`config.mk`:
```
export PLATFORM = sky130hd
export DESIGN_NAME = lut_seq_match
export DESIGN_NICKNAME = d
export VERILOG_FILES = /design/src/rtl/lut_seq_match.sv
export SDC_FILE = /design/constraint.sdc
export NUM_CORES = 1
export LEC_CHECK = 0
export ABC_AREA = 1
export BUFFER_PORTS_ARGS = -buffer_cell sky130_fd_sc_hd__buf_4
export CAP_MARGIN = 5
export CORE_UTILIZATION = 40
export DETAILED_ROUTE_END_ITERATION = 10
export GPL_TIMING_DRIVEN = 1
export REMOVE_ABC_BUFFERS = 1
export SLEW_MARGIN = 15
export SYNTH_ARGS = -nofsm -noshare
export SYNTH_HDL_FRONTEND = slang
export SYNTH_SLANG_ARGS = --single-unit
```
`constraint.sdc`:
```
create_clock -name clk -period 2.7 [get_ports clk]
set_input_delay 0.405 -clock clk [delete_from_list [all_inputs] [get_ports clk]]
set_output_delay 0.405 -clock clk [all_outputs]
set_load 0.01 [all_outputs]
```
`src/rtl/lut_seq_match.sv`:
```
// Serial sync-word / pattern detector with a run-time programmable code table.
// A WIDTH-bit shift window is compared against NUM_CODES enabled codes on every
// valid bit once WIDTH bits have been collected; hits produce a registered
// one-cycle pulse, the lowest matching index and a saturating hit counter.
// Optional build macro LUT_SEQ_NONOVERLAP_EN: a match consumes the window, so the
// next match needs WIDTH fresh valid bits.
module lut_seq_match #(
  parameter int unsigned WIDTH     = 4,
  parameter int unsigned NUM_CODES = 4,
  parameter int unsigned CNT_W     = 8,
  localparam int unsigned IDX_W    = (NUM_CODES > 1) ? $clog2(NUM_CODES) : 1
) (
  input  logic             clk,
  input  logic             rst_n,
  input  logic             cfg_we,
  input  logic [IDX_W-1:0] cfg_idx,
  input  logic [WIDTH-1:0] cfg_code,
  input  logic             cfg_clr,
  input  logic             in_valid,
  input  logic             in_bit,
  input  logic             clr_cnt,
  output logic             match,
  output logic [IDX_W-1:0] match_idx,
  output logic [CNT_W-1:0] hit_cnt,
  output logic             sat,
  output logic             armed
);

  localparam int unsigned FILL_W = $clog2(WIDTH);
  localparam logic [CNT_W-1:0] CNT_MAX = {CNT_W{1'b1}};
  localparam logic [FILL_W-1:0] FILL_LAST = FILL_W'(WIDTH - 1);

  typedef enum logic [0:0] {StFill, StArmed} state_e;

  state_e               state_q, state_d;
  logic [WIDTH-1:0]     window_q, window_d;
  logic [FILL_W-1:0]    fill_q, fill_d;
  logic [WIDTH-1:0]     code_q [NUM_CODES];
  logic [WIDTH-1:0]     code_d [NUM_CODES];
  logic [NUM_CODES-1:0] en_q, en_d;
  logic                 match_q, match_d;
  logic [IDX_W-1:0]     match_idx_q, match_idx_d;
  logic [CNT_W-1:0]     hit_cnt_q, hit_cnt_d;
  logic                 sat_q, sat_d;

  logic [WIDTH-1:0] win_next;
  logic             hit_any;
  logic [IDX_W-1:0] hit_idx;
  logic             do_cmp;
  logic             cmp_hit;

  assign win_next = {window_q[WIDTH-2:0], in_bit};

  // Priority search over the pre-write table; descending loop leaves the lowest index.
  always_comb begin
    hit_any = 1'b0;
    hit_idx = '0;
    for (int i = NUM_CODES - 1; i >= 0; i--) begin
      if (en_q[i] && (code_q[i] == win_next)) begin
        hit_any = 1'b1;
        hit_idx = IDX_W'(i);
      end
    end
  end

  // Next-state: window/fill FSM, match outputs, counter and table update.
  always_comb begin
    state_d     = state_q;
    window_d    = window_q;
    fill_d      = fill_q;
    match_idx_d = match_idx_q;
    hit_cnt_d   = hit_cnt_q;
    sat_d       = sat_q;
    en_d        = en_q;
    code_d      = code_q;
    do_cmp      = 1'b0;

    if (in_valid) begin
      window_d = win_next;
      if (state_q == StFill) begin
        if (fill_q == FILL_LAST) begin
          // The bit that fills the window is already compared.
          state_d = StArmed;
          fill_d  = '0;
          do_cmp  = 1'b1;
        end else begin
          fill_d = fill_q + 1'b1;
        end
      end else begin
        do_cmp = 1'b1;
      end
    end

    cmp_hit = do_cmp & hit_any;
    match_d = cmp_hit;
    if (cmp_hit) begin
      match_idx_d = hit_idx;
`ifdef LUT_SEQ_NONOVERLAP_EN
      // Matched bits are consumed; refill from scratch.
      state_d = StFill;
      fill_d  = '0;
`endif
    end

    if (clr_cnt) begin
      hit_cnt_d = '0;
      sat_d     = 1'b0;
    end else if (cmp_hit && (hit_cnt_q != CNT_MAX)) begin
      hit_cnt_d = hit_cnt_q + 1'b1;
      sat_d     = sat_q | (hit_cnt_d == CNT_MAX);
    end

    // Clear first so a simultaneous write leaves only that entry enabled.
    if (cfg_clr) begin
      en_d = '0;
    end
    if (cfg_we && (32'(cfg_idx) < NUM_CODES)) begin
      code_d[cfg_idx] = cfg_code;
      en_d[cfg_idx]   = 1'b1;
    end
  end

  // State registers; async reset also wipes the code table.
  always_ff @(posedge clk or negedge rst_n) begin
    if (!rst_n) begin
      state_q     <= StFill;
      window_q    <= '0;
      fill_q      <= '0;
      en_q        <= '0;
      match_q     <= 1'b0;
      match_idx_q <= '0;
      hit_cnt_q   <= '0;
      sat_q       <= 1'b0;
      for (int i = 0; i < NUM_CODES; i++) begin
        code_q[i] <= '0;
      end
    end else begin
      state_q     <= state_d;
      window_q    <= window_d;
      fill_q      <= fill_d;
      en_q        <= en_d;
      match_q     <= match_d;
      match_idx_q <= match_idx_d;
      hit_cnt_q   <= hit_cnt_d;
      sat_q       <= sat_d;
      for (int i = 0; i < NUM_CODES; i++) begin
        code_q[i] <= code_d[i];
      end
    end
  end

  assign match     = match_q;
  assign match_idx = match_idx_q;
  assign hit_cnt   = hit_cnt_q;
  assign sat       = sat_q;
  assign armed     = (state_q == StArmed);

endmodule

```
==> flow_summary.ini <==
[global_routing]
antenna_found_initial = 0
grt_pass1_vias = 1370
grtUsageTotal_pct = 16.42
grt_max_degree = 39
grt_pass1_wl_mm = 6.451
overflow = 0

[clock_network]
cts_buffer_depth = 2
worstSkewPairLatency_ps = 290
h-tree-depth = 2
cts-root-buf = clkbuf_8
numCtsBuffers = 5
tritoncts = built
cts_setup_buffers = 0
hold_buffers = 0
clock-sinks = 38
cts.clk_slew.worst_paths_ps = 70
ctsResizeCount = 0

[final_layout]
final-seq-area_um2 = 950.9
fin_cells = 350
layout_common_cells = nand2_1, dfrtp_1, inv_1, buf_4, nand3_1
nets = 298
final_common_cell = nand2_1
drive_gt1_share_pct = 15.19
syn_to_final_growth_pct = 17.26
antenna_cells = 0
multiInputGateArea_um2 = 849.6
nFillCells = 503

[sta]
fmax_mhz = 615.0
min_period_over_period_pct = 60.22
worst_clock_skew_ps = 8.746
worst_slew_pin_slew_ps = 475.6
final-hold-violation-count = 0
rsz0062_at_grt = no
period_needed_ps = 1626
setup_tns_ps = 0
setup_viol = 0
drv_slew = 0
slew_headroom_pct = 68.29

[critical_path]
crit_family = simple AND/OR/NAND/NOR gates
cp_cell_sequence = ha_1, nand2_1, nor2_1, nand4_2, nand2_2, nand3_1, nand2_1
crit_slowest_cell = dfrtp_1
critPathLaunchType = flop
critPathKind = reg -> reg
crit_fanout = 10
worst_ep_required_time_ps = 2930
arrival_ps = 1850
crit_buf_inv = 0
path_common_cell = nand2_1
endpoint_kind = flop
slowest_delay_ps = 430

[detailed_routing]
routedWlPerCell_um = 10.86
drc = 0
ant_nets = 0
routed_wirelength_mm = 3.801
vias = 1606
firstDrtPassIters = 6
drtIter0Drc = 62
vias_per_cell = 4.589

[yosys]
yosys_warnings = 0
synth_ff_type = dfrtp_1
synth-edff-count = 0
netlist_area_um2 = 1957
synth_cells = 254
avgSynthCellArea_um2 = 7.704
ys_ff_latch = 38
synthArstFlopShare_pct = 100.0
synth.distinct_cells = 25
yosysSeqAreaShare_pct = 48.59

[floorplan]
initial_core_util_pct = 41.43
coreArea_um2 = 4723
fp.dieW_um = 71.95
pin_count = 26
die_area_um2 = 5176
row_count = 25
die_y_um = 71.95

[placed_design]
port_buffers = 25
dp_hpwl_mm = 2.858
finalWeightedCongestion = 0.7882
dpl.cell_count = 342

[pwr]
peakVddDrop_uv = 274.8
p_leak_nw = 1.280
cellPowerDensity_nw_per_um2 = 562.6

[outcome]
outcome = completed

[hold_path]
hold_path.class = in -> async

[flow_run]
drv_cap = 0
-- registers in the layout (all words and copies together), names as in the netlist --
signal     count
match          1
armed          1
code_q        16
en_q           4
fill_q         2
hit_cnt        8
match_idx      2
sat            1
window_q       3
-- final timing paths --
check	startpoint	to	slack (ps)	depth (start not counted)
setup / recovery	hit_cnt[1]	hit_cnt[7]	1070	7
hold / removal	rst_n	en_q[2]	70	1
setup reg to reg	hit_cnt[1]	hit_cnt[7]	1070	7
hold reg to reg	fill_q[0]	fill_q[0]	480	1
max in group asynchronous	rst_n	match_idx[1]	2290	1
min in group clk	in_valid	window_q[0]	360	2
-- cell usage after synthesis (2+ instances only) --
| cell | n | area, um^2 |
|---|---|---|
| nand2_1 | 85 | 319.1 |
| dfrtp_1 | 38 | 950.9 |
| inv_1 | 31 | 116.4 |
| nand3_1 | 21 | 105.1 |
| o21ai_0 | 20 | 100.1 |
| nor2_1 | 19 | 71.32 |
| nand4_1 | 10 | 62.56 |
| xnor2_1 | 5 | 43.79 |
| ha_1 | 3 | 37.54 |
| inv_2 | 3 | 11.26 |
| nand2_2 | 3 | 18.77 |
| buf_2 | 2 | 10.01 |
| xor2_1 | 2 | 17.52 |
-- through the flow --
step	hold WS (ps)	util, %	power [mW]	instance area [um^2]	worst slack [ps]
CTS	86.41	48.58	1.305	2295	1055
detailed placement	401.1	46.65	0.9085	2203	1063
global route	110.6	48.58	1.375	2295	833.3
floorplan	109.4	-	0.8197	1932	1260
global placement	399.3	46.65	0.9065	2203	1077
finish	68.24	48.58	1.291	2295	1074
-- power by group --
| part | internal (mW) | switching, mW | total [mW] |
|---|---|---|---|
| sequential | 0.630 | 0.0551 | 0.685 |
| clock | 0.206 | 0.189 | 0.395 |
| combinational | 0.0906 | 0.121 | 0.211 |
-- layer usage --
| metal | track usage [%] | part of all wire, % |
|---|---|---|
| met2 | 22.96 | 41 |
| met1 | 24.28 | 53 |
| met4 | 6.536 | 1.8 |
| met5 | 0 | 0 |
| met3 | 4.167 | 3.8 |
-- cell type report --
type | instances | area share [%]
Tap cell | 67 | 3.653
Clock inverter | 1 | 0.2181
Clock buffer | 7 | 3.762
Multi-Input combinational cell | 177 | 37.02
Timing Repair Buffer | 25 | 8.179
Inverter | 35 | 5.725
Sequential cell | 38 | 41.44
-- cells by family after synthesis --
group | synth area share (%)
flops | 48.59
compound gates | 6.394
buf+inv | 7.992
mux | 0.5754
simple gates | 31.39
fa+ha+maj | 1.918
xor+xnor | 3.133
-- worst register-to-register path, cell delays in order, from the launching register on --
cell     delay [ps]
dfrtp_1         430
ha_1            230
nand2_1          80
nor2_1          180
nand4_2         250
nand2_2         240
nand3_1          90
nand2_1          70
Note: power is estimated with default switching activity, not from simulation.
